[config.mk]
export PLATFORM = sky130hd
export DESIGN_NAME = row_config_loader
export DESIGN_NICKNAME = d
export VERILOG_FILES = /design/src/rtl/row_config_loader.sv
export SDC_FILE = /design/constraint.sdc
export NUM_CORES = 1
export LEC_CHECK = 0
export ABC_CLOCK_PERIOD_IN_PS = 1610
export CAP_MARGIN = 15
export CELL_PAD_IN_SITES_DETAIL_PLACEMENT = 0
export CELL_PAD_IN_SITES_GLOBAL_PLACEMENT = 1
export CORE_MARGIN = 2
export CORE_UTILIZATION = 40
export DETAILED_ROUTE_END_ITERATION = 8
export HOLD_SLACK_MARGIN = 0.02
export PLACE_DENSITY = 0.73
export SETUP_SLACK_MARGIN = 0.3
export SLEW_MARGIN = 25
export SYNTH_ARGS = -nofsm -noshare
export SYNTH_HDL_FRONTEND = slang
export SYNTH_SLANG_ARGS = --single-unit
[constraint.sdc]
create_clock -name clk -period 1.61 [get_ports clk]
set_input_delay 0.2415 -clock clk [delete_from_list [all_inputs] [get_ports clk]]
set_output_delay 0.2415 -clock clk [all_outputs]
set_load 0.05 [all_outputs]
[src/rtl/row_config_loader.sv]
// row_config_loader: assembles a word-wide configuration stream into a shadow
// register and commits it to brbselect only after a complete, error-free load,
// so the routing fabric never sees a partial configuration.
module row_config_loader #(
    parameter  int wire_width = 3,
    parameter  int fpga_width = 5,
    parameter  int word_width = 8,
    localparam int CFG_BITS   = fpga_width * wire_width * 12,
    localparam int NWORDS     = (CFG_BITS + word_width - 1) / word_width,
    localparam int PAD        = NWORDS * word_width - CFG_BITS,
    localparam int CNT_W      = $clog2(NWORDS + 1)
) (
    input  logic                  clk,
    input  logic                  rst_n,
    input  logic                  start,
    input  logic                  abort,
    input  logic [word_width-1:0] cfg_data,
    input  logic                  cfg_valid,
    output logic                  cfg_ready,
    output logic [CFG_BITS-1:0]   brbselect,
    output logic                  busy,
    output logic                  done,
    output logic                  cfg_err
);

    typedef enum logic [1:0] {
        IDLE   = 2'd0,
        LOAD   = 2'd1,
        COMMIT = 2'd2
    } state_t;

    state_t             state;
    state_t             state_next;
    logic [CNT_W-1:0]   counter;
    logic [CFG_BITS-1:0] shadow;

    logic load_start;   // accepted start: clear counter, shadow and cfg_err
    logic accept;       // handshake on a word this cycle
    logic err_set;      // last word carried nonzero pad bits
    logic last_word;
    logic pad_bad;

    assign last_word = (counter == CNT_W'(NWORDS - 1));
    assign busy      = (state != IDLE);

    // Pad bits exist only when the stream is wider than the configuration.
    if (PAD > 0) begin : g_pad
        assign pad_bad = |cfg_data[word_width-1:word_width-PAD];
    end else begin : g_no_pad
        assign pad_bad = 1'b0;
    end

    // State register.
    always_ff @(posedge clk or negedge rst_n) begin
        // NOTE: sequential state uses non-blocking assignments so every flop samples pre-edge values.
        if (!rst_n) state <= IDLE;
        else        state <= state_next;
    end

    // Next-state and handshake decode.
    always_comb begin
        // NOTE: every output of this block gets a default first; a missed branch would otherwise infer a latch.
        state_next = state;
        cfg_ready  = 1'b0;
        load_start = 1'b0;
        accept     = 1'b0;
        err_set    = 1'b0;
        unique case (state)
            IDLE: begin
                // abort has priority over a simultaneous start
                if (start && !abort) begin
                    state_next = LOAD;
                    load_start = 1'b1;
                end
            end
            LOAD: begin
                // a word offered alongside abort is refused
                cfg_ready = !abort;
                if (abort) begin
                    state_next = IDLE;
                end else if (cfg_valid) begin
                    accept = 1'b1;
                    if (last_word) begin
                        if (pad_bad) begin
                            err_set    = 1'b1;
                            state_next = IDLE;
                        end else begin
                            state_next = COMMIT;
                        end
                    end
                end
            end
            COMMIT: state_next = IDLE;
            default: state_next = IDLE;
        endcase
    end

    // Word assembly, error flag, commit of the shadow and the done pulse.
    always_ff @(posedge clk or negedge rst_n) begin
        if (!rst_n) begin
            // NOTE: the shadow is reset too, so a reset mid-load leaves no stale words behind.
            counter   <= '0;
            shadow    <= '0;
            cfg_err   <= 1'b0;
            brbselect <= '0;
            done      <= 1'b0;
        end else begin
            done <= (state == COMMIT);
            if (state == COMMIT) brbselect <= shadow;

            if (load_start) begin
                counter <= '0;
                shadow  <= '0;
                cfg_err <= 1'b0;
            end else if (accept) begin
                // bit i of the configuration lives in word i/word_width
                for (int i = 0; i < CFG_BITS; i++) begin
                    if (counter == CNT_W'(i / word_width)) shadow[i] <= cfg_data[i % word_width];
                end
                counter <= counter + CNT_W'(1);
            end

            if (err_set) cfg_err <= 1'b1;
        end
    end

endmodule

==> results.md, run 1 <==
* Max Clock Skew at 0.0182 ns
* CP dominant cell by count: buf_6
* Post-synthesis compound-gate area fraction at 3.72%
* Slew Viols, Final at 0
* Worst Max-Slew Pin Slew at 0.738 ns
* Hold Violations, Final at 0
* F_max at 545 MHz
* Most common library cell in the layout ignoring fill and taps: dfrtp_1
* Synth top area share at 61.9%
* Layout cells sized above 1 at 61.0%
* Slowest stage delay, CP at 0.39 ns
* Register area share after synthesis at 61.9%
* Die height at 197 µm
* Worst r2r src: state[1]
* Static leakage at 12.2 nW
* Critical path endpoint category: primary output
* Area growth syn-to-layout at 67.3%
* Max VDD drop at 0.000707 V
* Most frequent cells in the layout: dfrtp_1 (367), buf_4 (205), mux2_4 (180), buf_6 (167), nand3_1 (94)
* Final core occ at 68.1%
* Cells on worst reg2reg path at 6
* Post-synthesis simple-gate area fraction at 10.8%
* RSZ-0062 raised after global routing: true
* Startpoint types: register
* Final setup fails at 361
* Crit path DAT at 1.59 ns
* Clk root buf: clkbuf_16
* Post-synth top area cell: dfrtp_1
* Post-synthesis adder-cell area fraction at 0.419%
* Syn Nets at 1,213
* Via/cell ratio at 5.32
* Mapped Cells at 1,195
* Total Routed Length at 49.7 mm
* Synth Register Bits at 369
* Top-Level Pins at 197
* Post-synth EDFFs at 0
* Starting DRT DRC Count at 774
* Setup Slack @ Placement at -0.475 ns
* Total grt overflow at 0
* Reg2Reg Setup Slack at -0.22 ns
* Clock insertion delay at the later pin of the skew report at 0.55 ns
* Violated checks: setup timing
* Fillers at 2,499
* H-tree lvl count at 2
* Port buffer count at 196
* Yosys cell types at 33
* Vias in the first global route at 11,200
* Post-route minimum period at 1.83 ns
* Fin crit share at 114%
* NumNets Final at 1,675
* Initial DRT Pass Iterations at 5
* Width of the die at 197 µm
* Async S/R FF share, synth at 100%
* Post-synth top flop: dfrtp_1
* Mux share of post-synthesis cell area at 18.7%
* Core footprint at 36,700 µm²
* Die ar. at 38,900 µm²
* Largest family of logic cells by synthesized area: multiplexers
* CTS buffer count at 41
* Reg-to-Reg End: shadow[149]
* Status: complete, but fails checks
* Yosys Warn Count at 0
* Req. time, crit path at 1.37 ns
* Mean post-synth cell area at 12.5 µm²
* CP cell instances: buf_6, nor3b_4, buf_6, buf_12
* Cell Area, Synth at 14,900 µm²
* HP Class: input pin to async pin
* Synth area leaders: dfrtp_1 (62%), mux2_2 (14%), mux2i_1 (5.2%)
* GRT Util Overall at 23.7%
* RD Place Congestion at 0.799
* Clk slew on worst S/H paths at 0.06 ns
* Wire length per cell at 23.1 µm
* Worst setup path class: register to primary output
* Initial antenna violation count at 1
* Remaining DRCs at 0
* Antenna Violating Nets Remaining at 0
* Sink Count at 369
* Maximum number of pins on one net before global-route repair at 91
* Max clock buf depth at 3
* Fin Setup TNS at -46.92 ns
* Max-Slew Margin vs Limit at 50.7%
* Max-cap violations at 0
* Vias at 11,500
* PD cells at 864 nW/µm²
* Final worst slack at -0.224 ns
* Cell at the slowest stage of the critical path: dfrtp_1
* CTS tree: yes
* CP max FO at 5
* Initial core utilization at 40.7%
* Post-DP HPWL at 26.0 mm
* First-pass GRT wire length at 69.7 mm
* Row cnt at 70
* Xor/xnor share of the synthesized area at 0.0587%
-- worst max-delay path by stage --
stage / from / end / slack [ns] / cells past startpoint
after floorplan: state[1] / shadow[127] / -0.05 / 5
after CTS: state[1] / cfg_ready / -0.18 / 4
after global routing: state[1] / cfg_ready / -0.28 / 4
after global placement: start / shadow[109] / -0.44 / 5
after detailed placement: start / shadow[157] / -0.47 / 5
final: state[1] / cfg_ready / -0.22 / 4
-- power breakdown --
group          switching [mW]  internal, mW  total, mW
clock network            3.80          6.25       10.0
logic                    1.12         0.968       2.09
registers              0.0854          9.35       9.44
-- worst max-delay path, delay by kind of cell (launching register included) --
kind	cells	cell delay [ns]
AND/OR/NAND/NOR	1	0.22
flip-flops	1	0.39
buffers and inverters	3	0.43
-- synthesized netlist by cell type, types with 2 or more instances --
library cell  number
dfrtp_1          369
nand2_1          193
mux2_2           180
nand3_1          106
o21ai_0          106
mux2i_1           77
buf_2             37
clkbuf_1          36
buf_6             24
and2_0            14
and4bb_2           7
buf_4              6
ha_1               5
nand2_2            5
inv_1              4
and2_1             3
and3_1             3
a22o_1             2
and4b_1            2
nor2_1             2
nor4b_1            2
-- timing repair --
| item | in CTS | in global routing |
|---|---|---|
| gates cloned | 41 | 18 |
| endpoints found under the hold margin | 230 | 0 |
| setup buffers | 52 | 99 |
| resized for setup | 255 | 398 |
| endpoints found under the setup margin | 552 | 553 |
| hold buffers | 1 | 0 |
| pin swaps | 24 | 26 |
-- area by class of cell --
type | count | area [µm²] | share of cell area (%)
Timing Repair Buffer | 522 | 6550 | 26.2
Tap cell | 468 | 586 | 2.34
Antenna cell | 1 | 2.50 | 0.0100
Sequential cell | 369 | 9240 | 37.0
Multi-Input combinational cell | 719 | 7150 | 28.6
Clock buffer | 61 | 1230 | 4.94
Clock inverter | 11 | 209 | 0.837
Inverter | 4 | 20.0 | 0.0801
-- registers in the layout, indices dropped and copies added (netlist names) --
register and count:
brbselect 180, cfg_err 1, counter 5, done 1
shadow 180, state 2
-- per-stage QoR --
step           hold WS, ns  std cells  cell area [µm²]  total power [mW]
2_1_floorplan      -0.0541       1195            15900              10.1
3_3_place_gp         0.111       1871            18400              10.7
3_5_place_dp         0.108       1871            18400              10.7
4_1_cts              0.132       2037            22300              21.3
5_1_grt              0.154       2155            25000              22.2
6_report             0.152       2155            25000              21.6
-- routing by layer --
layer  part of all wire [%]  up-vias  GRT usage (%)
met3                    4.9       75           3.35
met4                    2.2        0           6.32
met1                     44     5966           34.6
li1                       -     5057              -
met5                      0        -              0
met2                     49      367           37.2
-- kinds of logic (layout without fill, tap and decap cells) --
| group | after synthesis | in the layout |
|---|---|---|
| DFF | 369 | 369 |
| and+or+nand+nor | 345 | 347 |
| muxes | 257 | 257 |
| AOI/OAI and AO/OA | 109 | 109 |
| buffers and inverters | 109 | 598 |
| adders and majority gates | 5 | 5 |
| xor gates and xnor gates | 1 | 1 |
| other | 0 | 1 |
(Power assumes the default switching activity.)
==> run 2: changes to the inputs <==
--- a/config.mk
+++ b/config.mk
@@ -12,6 +12,7 @@
 export CORE_MARGIN = 2
 export CORE_UTILIZATION = 40
 export DETAILED_ROUTE_END_ITERATION = 8
+export GPL_TIMING_DRIVEN = 0
 export HOLD_SLACK_MARGIN = 0.02
 export PLACE_DENSITY = 0.73
 export SETUP_SLACK_MARGIN = 0.3
==> run 2 against run 1 <==
Effect of this change: the flow finishes with violations (hold timing, setup timing); hold slack worse by 0.54 ns; maximum frequency rose by 2.8%; core utilization decreased by 8.8 points; worst setup slack better by 0.049 ns; global-route usage down 1.9 points.
==> results.md, run 2 (synthesis results as in run 1) <==
* CP dominant cell by count: buf_12
* H-tree lvl count at 2 (unchanged)
* Pwr Total at 20.4 mW (-5.4%)
* Cell at the slowest stage of the critical path: or4b_4
* Worst Max-Slew Pin Slew at 1.03 ns (+0.290 ns)
* HP Class: input pin to async pin
* Die height at 197 µm (unchanged)
* Max VDD drop at 0.000892 V (+26%)
* Final worst slack at -0.175 ns (+0.0492 ns)
* CP cell instances: buf_6, or4b_4, buf_12, nand2_8, buf_12, mux2i_1
* Core footprint at 36,700 µm² (unchanged)
* Sw power at 4.71 mW (-5.9%)
* Post-route minimum period at 1.78 ns (-0.0492 ns)
* Status: complete, but fails checks
* CP max FO at 8 (+3)
* Sink Count at 369 (unchanged)
* Combinational group share of total power at 6.6% (-3.1 points)
* GRT Util Overall at 21.8% (-1.9 points)
* Violated checks: hold timing, setup timing
* ANT cells at 0 (-1)
* Row cnt at 70 (unchanged)
* Initial DRT Pass Iterations at 4 (-1)
* Worst r2r src: state[0]
* Maximum number of pins on one net before global-route repair at 92 (+1.1%)
* Total Routed Length at 42.9 mm (-14%)
* Total grt overflow at 0 (unchanged)
* Starting DRT DRC Count at 541 (-30%)
* Slowest stage delay, CP at 0.60 ns (+0.21 ns)
* Cells on worst reg2reg path at 6 (unchanged)
* Seq pwr share at 46.2% (+2.4 points)
* Vias in the first global route at 10,800 (-3.4%)
* Critical path endpoint category: register
* Fin Setup TNS at -23.26 ns (+23.66 ns)
* Most common library cell in the layout ignoring fill and taps: dfrtp_1
* Die ar. at 38,900 µm² (unchanged)
* Clock insertion delay at the later pin of the skew report at 0.54 ns (about the same)
* Reg-to-Reg End: shadow[78]
* Net Sw Frac at 23.1% (-0.14 points)
* First-pass GRT wire length at 64.8 mm (-7.0%)
* Most frequent cells in the layout: dfrtp_1 (367), buf_6 (211), mux2_4 (127), nand2_1 (121), nand3_1 (106)
* Max-Slew Margin vs Limit at 31.5% (-19 points)
* Req. time, crit path at 2.01 ns (+0.64 ns)
* Area growth syn-to-layout at 45.6%
* Top Registers: brbselect: 180 flops, shadow: 180 flops, counter: 5 flops
* Fillers at 2,923 (+17%)
* P_int at 15.7 mW (-5.2%)
* CTS buffer count at 40 (-2.4%)
* Max Clock Skew at 0.0192 ns (+0.000951 ns)
* Via/cell ratio at 5.10 (-4.1%)
* Clk slew on worst S/H paths at 0.06 ns (about the same)
* Crit path DAT at 2.18 ns (+0.59 ns)
* Final Instance Area at 21,700 µm² (-13%)
* NumNets Final at 1,564 (-6.6%)
* Top-Level Pins at 197 (unchanged)
* Remaining DRCs at 0 (unchanged)
* F_max at 560 MHz (+2.8%)
* Max-cap violations at 0 (unchanged)
* Origin of the worst setup path: state[0]
* Initial antenna violation count at 3 (+2)
* RSZ-0062 raised after global routing: true
* Width of the die at 197 µm (unchanged)
* Clk root buf: clkbuf_16
* CTS tree: yes
* RD Place Congestion at 0.790 (-1.2%)
* Max clock buf depth at 3 (unchanged)
* Port buffer count at 192 (-2.0%)
* Static leakage at 10.7 nW (-13%)
* Vias at 10,400 (-9.0%)
* Antenna Violating Nets Remaining at 0 (unchanged)
* Layout cells sized above 1 at 48.6% (-12 points)
* Slew Viols, Final at 0 (unchanged)
* Reg2Reg Setup Slack at -0.17 ns (+0.05 ns)
* Fin crit share at 111% (-3.1 points)
* Worst setup path class: register to register
* Hold slack at -0.393 ns (-0.545 ns)
* Setup Slack @ Placement at -0.764 ns (-0.290 ns)
* Initial core utilization at 40.7% (unchanged)
* Final setup fails at 264 (-27%)
* Wire length per cell at 21.0 µm (-9.0%)
* Hold Violations, Final at 53 (+53)
* Clock Power Share at 47.2% (+0.6 points)
* PD cells at 939 nW/µm² (+8.7%)
* Startpoint types: register
* Post-DP HPWL at 27.5 mm (+6.0%)
* Dpl cell area at 18,500 µm² (+0.58%)
run 2: changes by cell type in the layout (fill, tap and decap cells not counted), moves of 44 or more:
cell	before	now
mux2_4	180	127
buf_6	167	211
mux2_2	0	53
o21ai_1	25	80
buf_4	205	103
o21ai_2	81	26
nand2_1	60	121
nand2_4	87	13
run 2: layer usage:
metal / global-route usage, % / routed length, µm / vias to the layer above
li1: - / - / 4797
met1: 31.0 / 19600 / 5309
met2: 34.7 / 20300 / 260
met3: 3.88 / 2150 / 59
met4: 5.29 / 847 / 4
met5: 0 / 31 / -
run 2: through the flow:
stage | std cells | util, %
floorplan | 1195 | -
global placement | 1855 | 50.0
detailed placement | 1859 | 50.4
CTS | 2020 | 57.3
global route | 2045 | 59.2
finish | 2045 | 59.2
run 2: worst max-delay path by stage:
stage                                end  slack (ns)  depth (start not counted)
final                         shadow[78]       -0.17                          6
after global routing          shadow[22]       -0.24                          6
after CTS                    shadow[173]       -0.18                          6
after detailed placement      shadow[33]       -0.76                          6
after global placement    brbselect[129]      -15.94                          1
after floorplan              shadow[127]       -0.05                          5
run 2: what timing repair did:
action / 4_1_cts / 5_1_grt
buffers inserted: 88 / 15
gates resized for setup: 1370 / 88
endpoints found under the hold margin: 52 / 52
pin swaps: 0 / 8
cloned: 0 / 10
endpoints found under the setup margin: 552 / 552
run 2: worst max-delay path, delay by kind of cell, from the launching register on:
| family | cells | cell delay, ns |
|---|---|---|
| flops | 1 | 0.39 |
| simple gates | 2 | 0.70 |
| buf+inv | 3 | 0.49 |
| mux | 1 | 0.08 |
run 2: final cells by class:
class                      count  area [µm²]  area share (%)
sequential                   369        9240            42.5
timing repair buffer         309        3340            15.3
clock inverter                21         272            1.25
tap                          468         586            2.69
clock buffer                  52        1110            5.09
multi-input combinational    717        5970            27.5
buffer                       105        1220            5.60
inverter                       4        15.0          0.0691
run 2: power by group through the flow:
stage	sequential [mW]	clock (mW)	combinational [mW]
after detailed placement	9.58	0	1.05
after floorplan	9.57	0	0.519
final	9.42	9.64	1.35
after global placement	9.59	0	1.01
after CTS	9.41	9.82	1.18
after global routing	9.43	10.2	1.45
